### config.mk
export PLATFORM = sky130hd
export DESIGN_NAME = pause_dim_ctl
export DESIGN_NICKNAME = d
export VERILOG_FILES = /design/src/rtl/pause_pkg.sv /design/src/rtl/pause_src_latch.sv /design/src/rtl/pause_dim_ctl.sv
export SDC_FILE = /design/constraint.sdc
export NUM_CORES = 1
export LEC_CHECK = 0
export CORE_ASPECT_RATIO = 1.25
export CORE_MARGIN = 8
export CORE_UTILIZATION = 56
export DETAILED_ROUTE_END_ITERATION = 6
export PLACE_DENSITY = 0.85
export SLEW_MARGIN = 20
export SYNTH_ARGS = -nofsm -noshare
export SYNTH_HDL_FRONTEND = slang
export SYNTH_SLANG_ARGS = --single-unit
### constraint.sdc
create_clock -name clk_sys -period 3.49 [get_ports clk_sys]
set_input_delay 0.349 -clock clk_sys [delete_from_list [all_inputs] [get_ports clk_sys]]
set_output_delay 0.349 -clock clk_sys [all_outputs]
set_load 0.01 [all_outputs]
### src/rtl/pause_pkg.sv
// Shared types and helpers for the pause / screen-dim controller.
package pause_pkg;

    // Controller state, also visible on the top-level debug output.
    typedef enum logic [1:0] {
        RUN    = 2'd0,
        HOLD   = 2'd1,
        FADE   = 2'd2,
        DIMMED = 2'd3
    } pause_state_t;

    // Width of the fade_level port: enough bits to hold 0..fade_max.
    function automatic int flw(input int fade_max);
        return (fade_max < 1) ? 1 : $clog2(fade_max + 1);
    endfunction

endpackage

### src/rtl/pause_src_latch.sv
// One pause request source: rising-edge toggle latch or plain level pass-through.
module pause_src_latch #(
    parameter bit IS_TOGGLE = 1'b0
) (
    input  logic clk_sys,
    input  logic reset_n,
    input  logic pause_req,
    input  logic clear_toggle,
    output logic active
);

    logic req_d;
    logic primed;
    logic latch_q;

    // Edge detect and toggle latch. primed masks the first edge after reset so a
    // button still held through reset is treated as already seen.
    always_ff @(posedge clk_sys or negedge reset_n) begin
        if (!reset_n) begin
            req_d   <= 1'b0;
            primed  <= 1'b0;
            latch_q <= 1'b0;
        end else begin
            req_d  <= pause_req;
            primed <= 1'b1;
            if (clear_toggle) begin
                latch_q <= 1'b0;
            end else if (IS_TOGGLE && primed && pause_req && !req_d) begin
                latch_q <= ~latch_q;
            end
        end
    end

    assign active = IS_TOGGLE ? latch_q : pause_req;

endmodule

### src/rtl/pause_dim_ctl.sv
// Merges pause sources into one registered pause and fades the video after a long armed pause.
module pause_dim_ctl
    import pause_pkg::*;
#(
    parameter int unsigned           NSRC        = 4,
    parameter logic [NSRC-1:0]       TOGGLE_MASK = 4'b0001,
    parameter logic [NSRC-1:0]       DIM_MASK    = 4'b0001,
    parameter int unsigned           CW          = 8,
    parameter int unsigned           CTLW        = 4,
    parameter int unsigned           TW          = 32,
    parameter logic [TW-1:0]         DIM_TICKS   = 32'h7270E00,
    parameter logic [TW-1:0]         STEP_TICKS  = 32'h0B71B00,
    parameter int unsigned           FADE_MAX    = 2
) (
    input  logic                        clk_sys,
    input  logic                        reset_n,
    input  logic [NSRC-1:0]             pause_req,
    input  logic                        clear_toggle,
    input  logic [3*CW-1:0]             rgb_in,
    input  logic [CTLW-1:0]             ctl_in,
    output logic [3*CW-1:0]             rgb_out,
    output logic [CTLW-1:0]             ctl_out,
    output logic                        pause,
    output logic                        dimmed,
    output logic [flw(FADE_MAX)-1:0]    fade_level,
    output logic [1:0]                  state_dbg
);

    localparam int FLW = flw(FADE_MAX);

    if (DIM_TICKS == '0 || STEP_TICKS == '0) begin : g_bad_ticks
        $error("pause_dim_ctl: DIM_TICKS and STEP_TICKS must be non-zero");
    end
    if (FADE_MAX < 1 || FADE_MAX > CW - 1) begin : g_bad_fade
        $error("pause_dim_ctl: FADE_MAX must be in 1..CW-1");
    end

    logic [NSRC-1:0] active;
    logic            armed;
    pause_state_t    state;
    logic [TW-1:0]   timer;
    logic [FLW-1:0]  fade_next;

    for (genvar i = 0; i < NSRC; i++) begin : g_src
        pause_src_latch #(
            .IS_TOGGLE (TOGGLE_MASK[i])
        ) u_src (
            .clk_sys      (clk_sys),
            .reset_n      (reset_n),
            .pause_req    (pause_req[i]),
            .clear_toggle (clear_toggle),
            .active       (active[i])
        );
    end

    assign armed     = |(active & DIM_MASK);
    assign fade_next = fade_level + FLW'(1);
    assign state_dbg = state;

    // Merged pause to the core, one register after the per-source select.
    always_ff @(posedge clk_sys or negedge reset_n) begin
        if (!reset_n) begin
            pause <= 1'b0;
        end else begin
            pause <= |active;
        end
    end

    // Dim FSM with its timer; losing armed drops straight back to RUN undimmed.
    always_ff @(posedge clk_sys or negedge reset_n) begin
        if (!reset_n) begin
            state      <= RUN;
            timer      <= '0;
            fade_level <= '0;
            dimmed     <= 1'b0;
        end else if (!armed) begin
            state      <= RUN;
            timer      <= '0;
            fade_level <= '0;
            dimmed     <= 1'b0;
        end else begin
            case (state)
                RUN: begin
                    timer      <= '0;
                    fade_level <= '0;
                    dimmed     <= 1'b0;
                    state      <= HOLD;
                end
                HOLD: begin
                    if (timer == DIM_TICKS - TW'(1)) begin
                        timer      <= '0;
                        fade_level <= FLW'(1);
                        if (FADE_MAX == 1) begin
                            state  <= DIMMED;
                            dimmed <= 1'b1;
                        end else begin
                            state  <= FADE;
                        end
                    end else begin
                        timer <= timer + TW'(1);
                    end
                end
                FADE: begin
                    if (timer == STEP_TICKS - TW'(1)) begin
                        timer      <= '0;
                        fade_level <= fade_next;
                        if (fade_next == FLW'(FADE_MAX)) begin
                            state  <= DIMMED;
                            dimmed <= 1'b1;
                        end
                    end else begin
                        timer <= timer + TW'(1);
                    end
                end
                DIMMED: begin
                    dimmed <= 1'b1;
                end
                default: begin
                    state <= RUN;
                end
            endcase
        end
    end

    // Video pipe: one register stage, each channel shifted right by the current fade level.
    always_ff @(posedge clk_sys or negedge reset_n) begin
        if (!reset_n) begin
            rgb_out <= '0;
            ctl_out <= '0;
        end else begin
            rgb_out <= {rgb_in[3*CW-1:2*CW] >> fade_level,
                        rgb_in[2*CW-1:CW]   >> fade_level,
                        rgb_in[CW-1:0]      >> fade_level};
            ctl_out <= ctl_in;
        end
    end

endmodule
## Word level (Yosys, flattened, before mapping)

Index checks and enable logic that the tools add are counted.

- Register bits: 69
- Bits of input ports: 35
- Output and inout port bits: 34
- Logic and storage cells: 55

- $add $sub $neg: 2
- Eq/ne operators: 11
- Shift operators: 3
- Muxes and demuxes: 19
- Bitwise gates (word level): 1
- Reductions and logical operators: 9

Operators by type and width:

| kind | number |
|---|---|
| $mux W32 | 3 |
| $pmux W32 S3 | 1 |
| $add A32 B1 Y32 const B | 1 |
| $eq A32 B24 Y1 const B | 1 |
| $eq A32 B27 Y1 const B | 1 |
| $shr A8 B2 Y8 | 3 |
| $mux W2 | 7 |
| $pmux W2 S3 | 2 |
| $ne A3 B3 Y1 const B | 3 |
| $ne A4 B4 Y1 const B | 2 |
| $eq A2 B2 Y1 const B | 3 |
| $reduce_and A3 Y1 | 2 |
| $mux W1 | 5 |
| $reduce_and A4 Y1 | 1 |
| $reduce_or A4 Y1 | 1 |
| $pmux W1 S3 | 1 |
| $add A2 B1 Y2 const B | 1 |
| $eq A2 B1 Y1 const B | 1 |
| $logic_and A1 B1 Y1 | 2 |
| $logic_not A2 Y1 | 1 |
| $reduce_bool A2 Y1 | 1 |
| $logic_not A1 Y1 | 1 |
| $not A1 Y1 | 1 |

## Longest topological paths before layout

- Word-level depth: 6
- Depth in mapped cells: 9
- Depth with buffers taken out: 7

## Hierarchy

From an unflattened synthesis, not the netlist that was laid out.

- Cells, all modules: 346
- Area total of the unflattened synthesis: 3584.7 um^2

By module, submodules not included:

| module | instances | cells each | area each (um^2) | seq. area each (um^2) |
|---|---|---|---|---|
| pause_dim_ctl | 1 | 335 | 3437.0 | 1651.6 |
| pause_src_latch (g_src[0].u_src) | 1 | 8 | 125.1 | 75.1 |
| pause_src_latch (g_src[1].u_src ...) | 3 | 1 | 7.5 | 0.0 |

## Least setup slack after synthesis

OpenSTA, ideal clock, no wires.

- Path kind: register to register
- From: reg timer[0]
- To: reg timer[4]
- Library setup time: 0.118 ns
- Arrival time: 2.009 ns
- Required time: 3.372 ns
- Path slack: 1.363 ns
- Cell stages (with the launch flop): 9
- Path buffers: 1
- Period minus slack after synthesis: 2.127 ns
- Cell sequence: dfrtp_1 -> ha_1 -> and4_4 -> nand4_4 -> o41ai_4 -> a21oi_2 -> buf_6 -> a21o_1 -> a21o_1

- Word-level cells in the longest chain between the ends: 4
- Elaborated cells between the ends (all ways): 7
- Classes of those cells: 1 x add/sub; 2 x eq/ne; 4 x mux

Ends and longest elaborated chain:

| element | RTL line | text |
|---|---|---|
| from (decl) | pause_dim_ctl.sv:41 | `logic [TW-1:0] timer;` |
| from (signal assigned) | pause_dim_ctl.sv:100 | `timer <= timer + TW'(1);` |
| from (signal assigned) | pause_dim_ctl.sv:112 | `timer <= timer + TW'(1);` |
| $add A32 B1 Y32 (tied with other cells) | pause_dim_ctl.sv:100, pause_dim_ctl.sv:112 |  |
| $mux W32 (on tied branches) | pause_dim_ctl.sv:104, pause_dim_ctl.sv:90 |  |
| $pmux W32 S3 (*) | pause_dim_ctl.sv:82 | `case (state)` |
| $mux W32 (*) | pause_dim_ctl.sv:76 | `end else if (!armed) begin` |

Mark *: on every way between the ends. The rest lies on a longest branch, timed or not.
A chain may end at the register's enable or synchronous reset.

## Final worst setup path

- From: reg timer[0]
- To: reg timer[7]

The elaborated chain is that of the path after synthesis.

==> reports/metrics.cfg <==
[worst_setup_path]
crit_fanout=21
endpoint_kind=flop
cp-startpoint=timer[0]$_DFFE_PN0P_
r2r-start=timer[0]$_DFFE_PN0P_
startpoint_type=flop
crit_required_ns=3.73
cp_data_arrival_time_ns=2.85
critical_path_class=reg2reg

[sta]
setup-tns-final_ns=0
worst_slew_pin_slew_ns=0.9896
hold_viol=0
maxSlewViolCount=0
fin_crit_ns=2.607
timing.hold.ws_ns=0.4265
finalSetupViolations=0
rsz0062_at_grt=no
fmax_mhz=383.6
max-slew-margin-rel=0.3403
clock-skew-final_ns=0.007991
period_share=0.7470

[clock_network]
cts_setup_buffers=0
cts_sinks=69
clk_latency_ns=0.35
root_buffer=clkbuf_8
htree_levels=3
numCtsBuffers=9
path_clk_slew_ns=0.08
cts_buffer_depth=2
cts_tree=built

[power]
sw_frac_of_total=0.2079
combPwrFrac=0.078
peakVddDrop_mv=0.3301
p_int_mw=1.468
leakage_nw=1.832
p_seq_frac=0.446
netSwitchingPower_uw=385.2
pwr_density_cell_nw_per_um2=405.6
pwr-share-clk=0.476

[routing]
vias=3031
remaining_drc_errors=0
vias_per_cell=6.026
ant_nets=0
drt_iter0_markers=225
wirelength_um=8845
wl_per_cell_um=17.58
drt_first_pass_iters=4

[yosys]
synth_largest_area_cell=dfrtp_1
yosysSeqAreaShare=0.4868
ys_top_cells_by_area=dfrtp_1 49%, mux4_2 5.7%, a21oi_1 4.1%
yosys.area.top_type_share=0.4868
netlist_instances=347
syn_area_per_cell_um2=10.22
netlist_area_um2=3547
synthArstFlopShare=1.000
synth-simple-area-share=0.1975
syn-num-nets=388
synth_cell_types=48
synth_top_family_by_area=simple AND/OR/NAND/NOR gates
synth_xor_area_frac=0
yosys.area_share.adder=0.02116
ys_ff_latch=69
synth_edf_count=0
synth_compound_area_frac=0.1598
ys_warn_count=0
synth.area.mux_share=0.08854
synth_ff_type=dfrtp_1

[layout]
layout.cells.non_filler=503
layout-drive-gt1-share=0.09091
nets=454
antenna-diode-count=0
area_growth_pct=28.78

[grt]
first_global_vias=3109
grt_antenna_before_repair=0
grtUsageMet3=0.07210
grt_overflow=0
grt_max_degree=52
grt.total_usage=0.2074
use_met2=0.3435
globalRouteMet1Util=0.2331
grt_pass1_wl_um=14880
top_usage_layer=met2

[floorplan]
die_y_um=105.0
core_um2=6166
die_area_um2=9153
rows=32
io_pins=69
floorplan.initialDensity=0.5753
chipWidth_um=87.19

[flow_run]
drv_cap=0

[worst_hold_path]
worstHoldStart=ctl_in[0]
hold_class=in2reg

[placed_design]
portBuffers=68
dp_hpwl_um=6284
dp_cells=486
gp_congestion=0.8153

[run_status]
status=finished, final reports clean

[kinds of logic (layout without fill, tap and decap cells)]
| group | count (synthesis) | in the layout |
|---|---|---|
| other cells | 1 | 1 |
| simple gates | 126 | 126 |
| flops | 69 | 69 |
| mux | 20 | 20 |
| buf+inv | 37 | 108 |
| compound gates | 88 | 88 |
| fa+ha+maj | 6 | 6 |
[cell usage in the layout (no fill, tap or decap), types with 5 or more instances in the layout]
cell	n
dfrtp_1	69
clkdlybuf4s50_1	67
a21oi_1	29
nand2_1	24
nand3_1	21
inv_1	18
o21ai_0	18
or3_1	16
nor2_1	15
mux2i_1	10
clkbuf_8	10
mux4_2	9
nand4_1	9
a21o_1	9
nor2b_1	8
and2_1	7
a211oi_1	6
nor3_1	6
a22o_1	6
ha_1	6
a31oi_1	5
buf_4	5
[stage by stage]
step	setup slack (ns)	power, mW	utilization	instance area (µm²)
after detailed placement	0.7955	0.9869	0.6940	4279
final	0.8830	1.853	0.7409	4568
after global placement	0.8763	0.9824	0.6940	4279
after global routing	0.6356	1.912	0.7409	4568
after floorplan	1.363	0.8809	-	3547
after CTS	0.7861	1.866	0.7397	4561
[routing by layer]
metal | up-vias | routed length (µm)
met1 | 1508 | 3368
li1 | 1403 | -
met5 | - | 0
met3 | 14 | 683
met4 | 0 | 168
met2 | 106 | 4624
[synth_stat cells (2+ instances only)]
master,n
dfrtp_1,69
a21oi_1,29
nand2_1,24
nand3_1,21
inv_1,18
o21ai_0,18
or3_1,16
nor2_1,15
clkbuf_1,10
mux2i_1,10
a21o_1,9
mux4_2,9
nand4_1,9
nor2b_1,8
and2_1,7
nor3_1,7
a211oi_1,6
a22o_1,6
ha_1,6
a31oi_1,5
and3_1,4
buf_2,4
o21ai_1,4
and4_1,3
a41oi_1,2
buf_1,2
buf_6,2
nor4_1,2
nor4b_1,2
or4_1,2
[sequential cells by signal, indices dropped and copies added, names as in the netlist]
signal / cells
rgb_out: 24
g_src.u_src.active: 1
g_src.u_src.req_d: 1
dimmed: 1
timer: 32
fade_level: 2
ctl_out: 4
state_dbg: 2
g_src.u_src.primed: 1
pause: 1
[power by group through the flow]
stage          Combinational, mW  Clock, mW  Sequential [mW]
6_report                   0.145      0.882            0.826
5_1_grt                    0.158      0.927            0.827
4_1_cts                    0.148      0.891            0.826
3_5_place_dp               0.145          0            0.842
3_3_place_gp               0.142          0            0.840
2_1_floorplan             0.0306          0            0.850
[what timing repair did]
item                      CTS  global route
hold buffers                1             0
hold endpoints to repair   18             0
gates resized for setup     0             0
[worst paths after layout]
path | depth (start not counted) | to | slack [ns]
max | 7 | timer[7]$_DFFE_PN0P_ | 0.88
min | 1 | ctl_out[0]$_DFF_PN0_ | 0.43
max reg2reg | 7 | timer[7]$_DFFE_PN0P_ | 0.88
min reg2reg | 1 | timer[4]$_DFFE_PN0P_ | 0.54
max in group asynchronous | 3 | timer[4]$_DFFE_PN0P_ | 2.04
min in group asynchronous | 2 | timer[26]$_DFFE_PN0P_ | 0.46
[cell type report]
class	count	area [µm²]
clock buffers	10	137.6
clock inverters	6	133.9
fillers	434	1598
flip-flops and latches	69	1727
multi-input cells	241	1673
repair buffers	74	723.2
inverters	18	67.56
well taps	85	106.4
[critical path: stages (launching register included)]
cell and delay [ns]:
dfrtp_1 0.40, ha_1 0.22, and4_4 0.28, nand4_4 0.15, o41ai_2 0.52, a21o_1 0.59
o21ai_1 0.14, a22o_1 0.19
No activity file was read; power rests on OpenSTA's default activity.
